===== src/rtl/rtc_time_ascii_tx.sv =====
// rtc_time_ascii_tx: snapshots the RTC BCD time registers on start and
// streams them as an ASCII record "20YY-MM-DD hh:mm:ss W" (+ optional CR LF).
//
// Stream handshake: a byte transfers on any rising edge where tx_valid and
// tx_ready are both high; while tx_valid=1 and tx_ready=0, tx_data and tx_valid
// hold their values, and tx_valid only falls after a transfer (or on reset).
module rtc_time_ascii_tx #(
    parameter bit         TERMINATE = 1'b1,
    parameter logic [7:0] SEP_DATE  = 8'h2D,
    parameter logic [7:0] SEP_TIME  = 8'h3A
) (
    input  logic       clk,
    input  logic       rst,
    input  logic       start,
    input  logic [7:0] read_second,
    input  logic [7:0] read_minute,
    input  logic [7:0] read_hour,
    input  logic [7:0] read_date,
    input  logic [7:0] read_month,
    input  logic [7:0] read_week,
    input  logic [7:0] read_year,
    output logic [7:0] tx_data,
    output logic       tx_valid,
    input  logic       tx_ready,
    output logic       busy,
    output logic       done,
    output logic       bcd_err,
    output logic [1:0] state_dbg
);

    localparam logic [4:0] LAST_IDX = TERMINATE ? 5'd22 : 5'd20;

    typedef enum logic [1:0] {
        S_IDLE = 2'd0,
        S_SEND = 2'd1,
        S_DONE = 2'd2
    } state_t;

    state_t     state, state_n;
    logic [4:0] idx, idx_n;
    logic [7:0] tx_data_n;
    logic       tx_valid_n;
    logic       cur_bad, cur_bad_n;
    logic       latch;

    // Snapshot of the masked time fields (control bits already stripped).
    logic [6:0] sec_q;
    logic [6:0] min_q;
    logic [5:0] hour_q;
    logic [5:0] date_q;
    logic [4:0] mon_q;
    logic [2:0] week_q;
    logic [7:0] year_q;

    // Byte for the position after the current one, with its "invalid digit" flag.
    logic [4:0] idx_nx;
    logic [8:0] nb;

    // One BCD nibble to ASCII; nibbles above 9 become '?' and are flagged.
    function automatic logic [8:0] bcd_char(input logic [3:0] n);
        logic [8:0] r;
        if (n > 4'd9) r = {1'b1, 8'h3F};
        else          r = {1'b0, 8'h30 + {4'h0, n}};
        return r;
    endfunction

    assign idx_nx    = idx + 5'd1;
    assign busy      = (state != S_IDLE);
    assign done      = (state == S_DONE);
    assign state_dbg = state;

    // Select the next record byte from the snapshot.
    always_comb begin
        nb = {1'b0, 8'h00};
        case (idx_nx)
            5'd1:  nb = {1'b0, 8'h30};
            5'd2:  nb = bcd_char(year_q[7:4]);
            5'd3:  nb = bcd_char(year_q[3:0]);
            5'd4:  nb = {1'b0, SEP_DATE};
            5'd5:  nb = bcd_char({3'b000, mon_q[4]});
            5'd6:  nb = bcd_char(mon_q[3:0]);
            5'd7:  nb = {1'b0, SEP_DATE};
            5'd8:  nb = bcd_char({2'b00, date_q[5:4]});
            5'd9:  nb = bcd_char(date_q[3:0]);
            5'd10: nb = {1'b0, 8'h20};
            5'd11: nb = bcd_char({2'b00, hour_q[5:4]});
            5'd12: nb = bcd_char(hour_q[3:0]);
            5'd13: nb = {1'b0, SEP_TIME};
            5'd14: nb = bcd_char({1'b0, min_q[6:4]});
            5'd15: nb = bcd_char(min_q[3:0]);
            5'd16: nb = {1'b0, SEP_TIME};
            5'd17: nb = bcd_char({1'b0, sec_q[6:4]});
            5'd18: nb = bcd_char(sec_q[3:0]);
            5'd19: nb = {1'b0, 8'h20};
            5'd20: nb = (week_q == 3'd0) ? {1'b1, 8'h3F} : {1'b0, 8'h30 + {5'b00000, week_q}};
            5'd21: nb = {1'b0, 8'h0D};
            5'd22: nb = {1'b0, 8'h0A};
            default: nb = {1'b0, 8'h00};
        endcase
    end

    // Next-state and next-output logic for the record FSM.
    always_comb begin
        state_n    = state;
        idx_n      = idx;
        tx_data_n  = tx_data;
        tx_valid_n = tx_valid;
        cur_bad_n  = cur_bad;
        latch      = 1'b0;
        case (state)
            S_IDLE: begin
                if (start) begin
                    latch      = 1'b1;
                    state_n    = S_SEND;
                    idx_n      = 5'd0;
                    tx_data_n  = 8'h32;
                    tx_valid_n = 1'b1;
                    cur_bad_n  = 1'b0;
                end
            end
            S_SEND: begin
                if (tx_valid && tx_ready) begin
                    if (idx == LAST_IDX) begin
                        state_n    = S_DONE;
                        idx_n      = 5'd0;
                        tx_data_n  = 8'h00;
                        tx_valid_n = 1'b0;
                        cur_bad_n  = 1'b0;
                    end else begin
                        idx_n      = idx_nx;
                        tx_data_n  = nb[7:0];
                        cur_bad_n  = nb[8];
                    end
                end
            end
            S_DONE: begin
                state_n = S_IDLE;
            end
            default: begin
                state_n    = S_IDLE;
                tx_valid_n = 1'b0;
            end
        endcase
    end

    // FSM state, index and registered stream outputs.
    always_ff @(posedge clk) begin
        if (!rst) begin
            state    <= S_IDLE;
            idx      <= 5'd0;
            tx_data  <= 8'h00;
            tx_valid <= 1'b0;
            cur_bad  <= 1'b0;
        end else begin
            state    <= state_n;
            idx      <= idx_n;
            tx_data  <= tx_data_n;
            tx_valid <= tx_valid_n;
            cur_bad  <= cur_bad_n;
        end
    end

    // Field snapshot taken only when a start is accepted.
    always_ff @(posedge clk) begin
        if (!rst) begin
            sec_q  <= '0;
            min_q  <= '0;
            hour_q <= '0;
            date_q <= '0;
            mon_q  <= '0;
            week_q <= '0;
            year_q <= '0;
        end else if (latch) begin
            sec_q  <= read_second[6:0];
            min_q  <= read_minute[6:0];
            hour_q <= read_hour[5:0];
            date_q <= read_date[5:0];
            mon_q  <= read_month[4:0];
            week_q <= read_week[2:0];
            year_q <= read_year;
        end
    end

    // Sticky error: set one edge after a '?' byte is loaded, cleared on start.
    always_ff @(posedge clk) begin
        if (!rst)         bcd_err <= 1'b0;
        else if (latch)   bcd_err <= 1'b0;
        else if (cur_bad) bcd_err <= 1'b1;
    end

endmodule


===== config.mk =====
export PLATFORM = sky130hd
export DESIGN_NAME = rtc_time_ascii_tx
export DESIGN_NICKNAME = d
export VERILOG_FILES = /design/src/rtl/rtc_time_ascii_tx.sv
export SDC_FILE = /design/constraint.sdc
export NUM_CORES = 1
export LEC_CHECK = 0
export CORE_MARGIN = 10
export CORE_UTILIZATION = 35
export CTS_CLUSTER_DIAMETER = 60
export DETAILED_ROUTE_END_ITERATION = 10
export DONT_BUFFER_PORTS = 1
export SLEW_MARGIN = 20
export SYNTH_ARGS = -nofsm -noshare
export SYNTH_HDL_FRONTEND = slang
export SYNTH_SLANG_ARGS = --single-unit

===== constraint.sdc =====
create_clock -name clk -period 2.9 [get_ports clk]
set_clock_uncertainty 0.1 [all_clocks]
set_input_delay 0.29 -clock clk [delete_from_list [all_inputs] [get_ports clk]]
set_output_delay 0.29 -clock clk [all_outputs]
set_load 0.005 [all_outputs]

==> impl_metrics.yaml, run 1 <==
global_routing:
  grt_max_degree: 55
  grt.overflow.total: 0
  antenna_found_initial: 0
  grt_usage_pct: 16.4
  grt_pass1_vias: 3328
  grt_pass1_wl_um: 17500
timing:
  slew_violations: 0
  fin_crit_ps: 2510
  max_freq_mhz: 398
  finalHoldViolations: 0
  setup_tns_ps: 0
  slew_headroom_pct: 39.3
  timing.hold.ws_ps: 12.9
  fin_ws_ps: 388
  tightest_slew_ps: 911
  rsz0062_at_grt: "false"
  min_period_over_period_pct: 86.6
  setup_viol: 0
drt:
  drcViolationCount: 0
  ant_nets: 0
  drt_wl_total_um: 11000
  routed_via_density: 5.74
  vias: 3424
  routedWlPerCell_um: 18.4
  drt-initial-drc-count: 286
  first_pass_iters: 5
setup_path:
  path_cells: "buf_4 > inv_1 > ha_1 > nor2b_1 > o211ai_1 > nand2_1 > a22oi_1 > o211ai_1 > nor3_1 > buf_4 > a221oi_1"
  cpPeakStageDelay_ps: 410
  end_kind: "flip-flop"
  worst_ep_required_time_ps: 3050
  crit_type: "reg -> reg"
  startpoint_type: "flip-flop"
  path_max_fanout: 10
  crit_buf_inv: 3
  worst_path_max_delay_cell: "ha_1"
  cp_top_family: "compound AO/OA/AOI/OAI gates"
  reg2regPathDepth: 11
  worstPathArrival_ps: 2660
  cp.depth: 11
logic_synthesis:
  synth_top_area_share_pct: 35.6
  ys_seq_elements: 58
  synth_top_area_cell: "dfxtp_1"
  avgSynthCellArea_um2: 7.48
  postSynthCellCount: 436
  synthTopCellsByArea: "dfxtp_1 (36%), nand2_1 (12%), a21oi_1 (8.1%)"
  ys_seq_area_share_pct: 35.6
  synthFlopType: "dfxtp_1"
  synth.distinct_cells: 62
  synth-edff-count: 0
  yosys_warnings: 0
  syn_area_um2: 3260
  async_reset_ff_share_pct: 0
floorplanning:
  ios: 74
  core_um2: 9150
  rows: 35
  die_y_um: 117
  die_x_um: 117
  fp.dieArea_um2: 13600
  start_util_pct: 35.6
cts:
  clock_path_buffers: 2
  cts.sinks: 58
  htreeDepth: 3
  insertion_delay_ps: 340
  cts_tree: "done"
  cts_buffers: 9
  cts-root-buf: "clkbuf_8"
  path_clk_slew_ps: 70
pwr:
  leakage_nw: 1.52
  power.density_nw_per_um2: 468
  peakVddDrop_mv: 0.308
placed_design:
  pre_cts_slack_ps: 261
  gp_congestion: 0.942
  placed_cell_area_um2: 3430
  hpwl_um: 8040
  io_buffer_count: 0
cells_and_area:
  final_common_cell: "nand2_1"
  fin_util_pct: 44.6
  layout_common_cells: "nand2_1 (107), dfxtp_1 (58), a21oi_1 (53)"
  syn2layout_area_growth_pct: 25.1
  diodes: 0
  fin_nets: 547
  postLayoutCellArea_um2: 4080
  drive_gt1_share_pct: 12.8
job:
  maxCapViolations: 0
status:
  status: "complete, no violations"
worst_hold_path:
  whs_path_depth: 2
  worst_hold_path_type: "in -> reg"
-- where the power goes --
group	internal (mW)	switching (mW)	leakage [nW]
Clock	0.501	0.335	0.112
Combinational	0.0906	0.106	0.935
Sequential	0.839	0.0402	0.475
-- routing by layer --
metal	part of all wire [%]	GRT usage (%)
met5	0	0
met3	5.8	4.11
met4	2.6	6.18
met1	42	19.7
met2	50	27.4
-- state kept, by name (all words and copies together) (netlist names) --
name and flops:
min_q 7, cur_bad 1, tx_valid 1, date_q 6
mon_q 5, year_q 8, state_dbg 2, tx_data 6
idx 5, sec_q 7, bcd_err 1, hour_q 6
week_q 3
-- stage by stage --
step / power (mW) / instances
2_1_floorplan: 0.997 / 437
3_3_place_gp: 1.04 / 539
3_5_place_dp: 1.04 / 539
4_1_cts: 1.92 / 596
5_1_grt: 1.99 / 597
6_report: 1.91 / 597
-- area by class of cell --
| cell class | instances | area [µm²] |
|---|---|---|
| Fill cell | 891 | 5070 |
| Tap cell | 111 | 139 |
| Multi-Input combinational cell | 334 | 1900 |
| Clock buffer | 10 | 138 |
| Clock inverter | 5 | 78.8 |
| Timing Repair Buffer | 69 | 626 |
| Sequential cell | 58 | 1160 |
| Inverter | 10 | 37.5 |
-- kinds of logic (layout without fill, tap and decap cells) --
group	count (synthesis)	count (layout)	synth area share, %
other cells	1	2	0.115
simple gates	193	193	27.6
fa+ha+maj	5	5	1.92
mux	4	4	1.30
buf+inv	45	94	6.44
compound gates	127	127	26.2
xor+xnor	3	3	0.806
flops	58	58	35.6
-- synthesized netlist by cell type, drive strengths merged, types with 2 or more instances --
| cell type | count |
|---|---|
| a21boi | 2 |
| a21oi | 54 |
| a221oi | 4 |
| a22o | 7 |
| a22oi | 6 |
| a31oi | 5 |
| a32o | 3 |
| a32oi | 7 |
| and2 | 5 |
| and3 | 5 |
| buf | 12 |
| clkbuf | 23 |
| dfxtp | 58 |
| ha | 5 |
| inv | 10 |
| mux2 | 2 |
| mux2i | 2 |
| nand2 | 107 |
| nand3 | 15 |
| nand4 | 5 |
| nand4b | 2 |
| nor2 | 18 |
| nor2b | 7 |
| nor3 | 11 |
| nor3b | 2 |
| nor4 | 3 |
| o2111ai | 2 |
| o211ai | 7 |
| o21ai | 16 |
| o221a | 2 |
| o2bb2ai | 2 |
| or2 | 4 |
| or3 | 3 |
| xnor2 | 3 |
-- worst reg2reg max path: stages, from the launching register on --
cell and delay, ps:
dfxtp_1 320, buf_4 170, inv_1 80, ha_1 410, nor2b_1 370, o211ai_1 140
nand2_1 90, a22oi_1 80, o211ai_1 150, nor3_1 80, buf_4 160, a221oi_1 260
-- what timing repair did --
action,in CTS,in global routing
hold buffers,42,1
endpoints found under the hold margin,46,1
buffers inserted,0,0
resized for setup,0,1
endpoints found under the setup margin,0,1
-- path summary, 6_finish.rpt --
path	end	startpoint	slack, ps
max	tx_data[1]	idx[0]	390
min	state_dbg[1]	tx_ready	10
max reg2reg	tx_data[1]	idx[0]	390
min reg2reg	date_q[4]	date_q[4]	360
(Power assumes the default switching activity.)
==> run 2, diff against run 1 <==
--- a/config.mk
+++ b/config.mk
@@ -5,7 +5,6 @@
 export SDC_FILE = /design/constraint.sdc
 export NUM_CORES = 1
 export LEC_CHECK = 0
-export CORE_MARGIN = 10
 export CORE_UTILIZATION = 35
 export CTS_CLUSTER_DIAMETER = 60
 export DETAILED_ROUTE_END_ITERATION = 10
==> run 2 against run 1 <==
  * The flow now finishes with violations (design-rule violations)
  * Sequential share of layout area increased by 0.27 points
  * Worst hold slack got worse by 7.8 ps
  * Clock power decreased by 12%
  * Power decreased by 5.6%
  * Cell count decreased by 0.67%
  * Final area decreased by 0.95%
  * Worst setup slack got worse by 23 ps
  * Sequential cell count unchanged
  * Sequential power about the same
  * Critical endpoint is now tx_data[0]
  * Largest power group unchanged
==> impl_metrics.yaml, run 2 (synthesis results as in run 1) <==
floorplanning:
  ios: 74
  rows: 34
  fp.dieArea_um2: 9710
  die_y_um: 98.5
  start_util_pct: 36.7
  die_x_um: 98.5
  core_um2: 8890
placed_design:
  dpl.cell_count: 537
  hpwl_um: 7420
  io_buffer_count: 0
  gp_congestion: 0.985
timing:
  fin_crit_ps: 2540
  max_freq_mhz: 394
  finalHoldViolations: 0
  setup_viol: 0
  slew_headroom_pct: 37.7
  slew_violations: 0
  tightest_slew_ps: 935
  rsz0062_at_grt: "false"
  setup_tns_ps: 0
  min_period_over_period_pct: 87.4
drt:
  met2_length_um: 4800
  drcViolationCount: 1
  wl_met1_um: 4350
  drt_wl_total_um: 10200
  ant_nets: 0
  first_pass_iters: 8
  vias: 3378
  drt-initial-drc-count: 261
  routedWlPerCell_um: 17.3
  highest_layer: "met4"
  met3WireLength_um: 639
  routed_via_density: 5.70
global_routing:
  antenna_found_initial: 0
  grt_max_degree: 55
  grt_pass1_wl_um: 16800
  grt_usage_pct: 22.2
  grt.overflow.total: 0
  grt_pass1_vias: 3266
pwr:
  p_sw_mw: 0.480
  peakVddDrop_mv: 0.427
  p_int_mw: 1.32
  seq_power_share_pct: 48.7
  leakage_nw: 1.50
  finalPower_mw: 1.80
  clkPwrFrac_pct: 40.7
  power.density_nw_per_um2: 446
  pwr-share-comb_pct: 10.6
  swShare_pct: 26.6
setup_path:
  path_cells: "ha_1 > buf_12 > nand2b_1 > o32ai_2 > and2_1 > nand2_1 > nor2_2 > nor3_1 > buf_4 > a221oi_1"
  worst_path_max_delay_cell: "o32ai_2"
  crit_buf_inv: 2
  r2r-end: "tx_data[0]"
  path_max_fanout: 17
  cp_top_family: "simple AND/OR/NAND/NOR gates"
  reg2regPathDepth: 10
  worst_ep_required_time_ps: 3030
  worstPathArrival_ps: 2660
  end_kind: "flip-flop"
  startpoint_type: "flip-flop"
  cpPeakStageDelay_ps: 410
  crit_type: "reg -> reg"
  regToRegSetupSlack_ps: 360
  r2r-start: "idx[0]"
worst_hold_path:
  worst_hold_path_type: "in -> reg"
  whs_endpoint: "min_q[2]"
  whs_path_depth: 2
  hp-start: "read_minute[2]"
cells_and_area:
  diodes: 0
  fill_cells: 914
  reg_top3: "year_q x8, min_q x7, sec_q x7"
  fin_nets: 545
  instances_no_fill: 593
  layout_common_cells: "nand2_1 (107), dfxtp_1 (58), a21oi_1 (53)"
  syn2layout_area_growth_pct: 23.9
  multi_input_area_um2: 1900
  final_common_cell: "nand2_1"
  largest_register_ffs: 8
  regArea_um2: 1160
  top_register: "year_q"
  drive_gt1_share_pct: 12.8
  fin_util_pct: 45.5
job:
  maxCapViolations: 0
cts:
  insertion_delay_ps: 340
  htreeDepth: 3
  clock_path_buffers: 2
  postCtsSetupRepairBufs: 0
  cts_buffers: 9
  path_clk_slew_ps: 70
  cts_tree: "done"
  cts-root-buf: "clkbuf_8"
  cts.sinks: 58
status:
  status: "finished with violations"
  violations: "design-rule violations"
run 2: area by class of cell:
| type | instances | area share [%] |
|---|---|---|
| repair buffers | 67 | 15.2 |
| clock inverters | 6 | 1.64 |
| multi-input cells | 334 | 47.0 |
| clock buffers | 10 | 3.16 |
| well taps | 108 | 3.34 |
| inverters | 10 | 0.929 |
| flip-flops and latches | 58 | 28.7 |
run 2: what timing repair did:
item,CTS,global route
resized for setup,0,0
hold buffers,39,1
endpoints found under the hold margin,43,1
run 2: worst max-delay path by stage:
stage,from,endpoint,cells after the start
6_report,idx[0],tx_data[0],10
5_1_grt,idx[2],tx_data[0],7
4_1_cts,idx[0],tx_data[0],10
3_5_place_dp,idx[0],tx_data[0],10
3_3_place_gp,idx[0],tx_data[0],10
2_1_floorplan,idx[0],tx_data[0],9
run 2: per-layer routing:
metal | up-vias | GRT usage [%]
met5 | - | 0
met4 | 0 | 11.4
met3 | 32 | 4.75
met2 | 136 | 35.4
met1 | 1569 | 28.5
li1 | 1641 | -
run 2: power groups by stage:
stage	Sequential (mW)	Clock [mW]	Combinational, mW
final	0.879	0.734	0.191
after global routing	0.883	0.803	0.215
after CTS	0.878	0.752	0.192
after detailed placement	0.896	0	0.149
after global placement	0.895	0	0.145
after floorplan	0.879	0	0.118
run 2: stage by stage:
step                      hold slack, ps  cell area (µm²)  worst slack, ps
final                               5.14             4040              364
after detailed placement             322             3450              395
after floorplan                      312             3270              625
after CTS                          0.289             4030              377
after global placement               313             3450              433
after global routing                7.22             4040              105
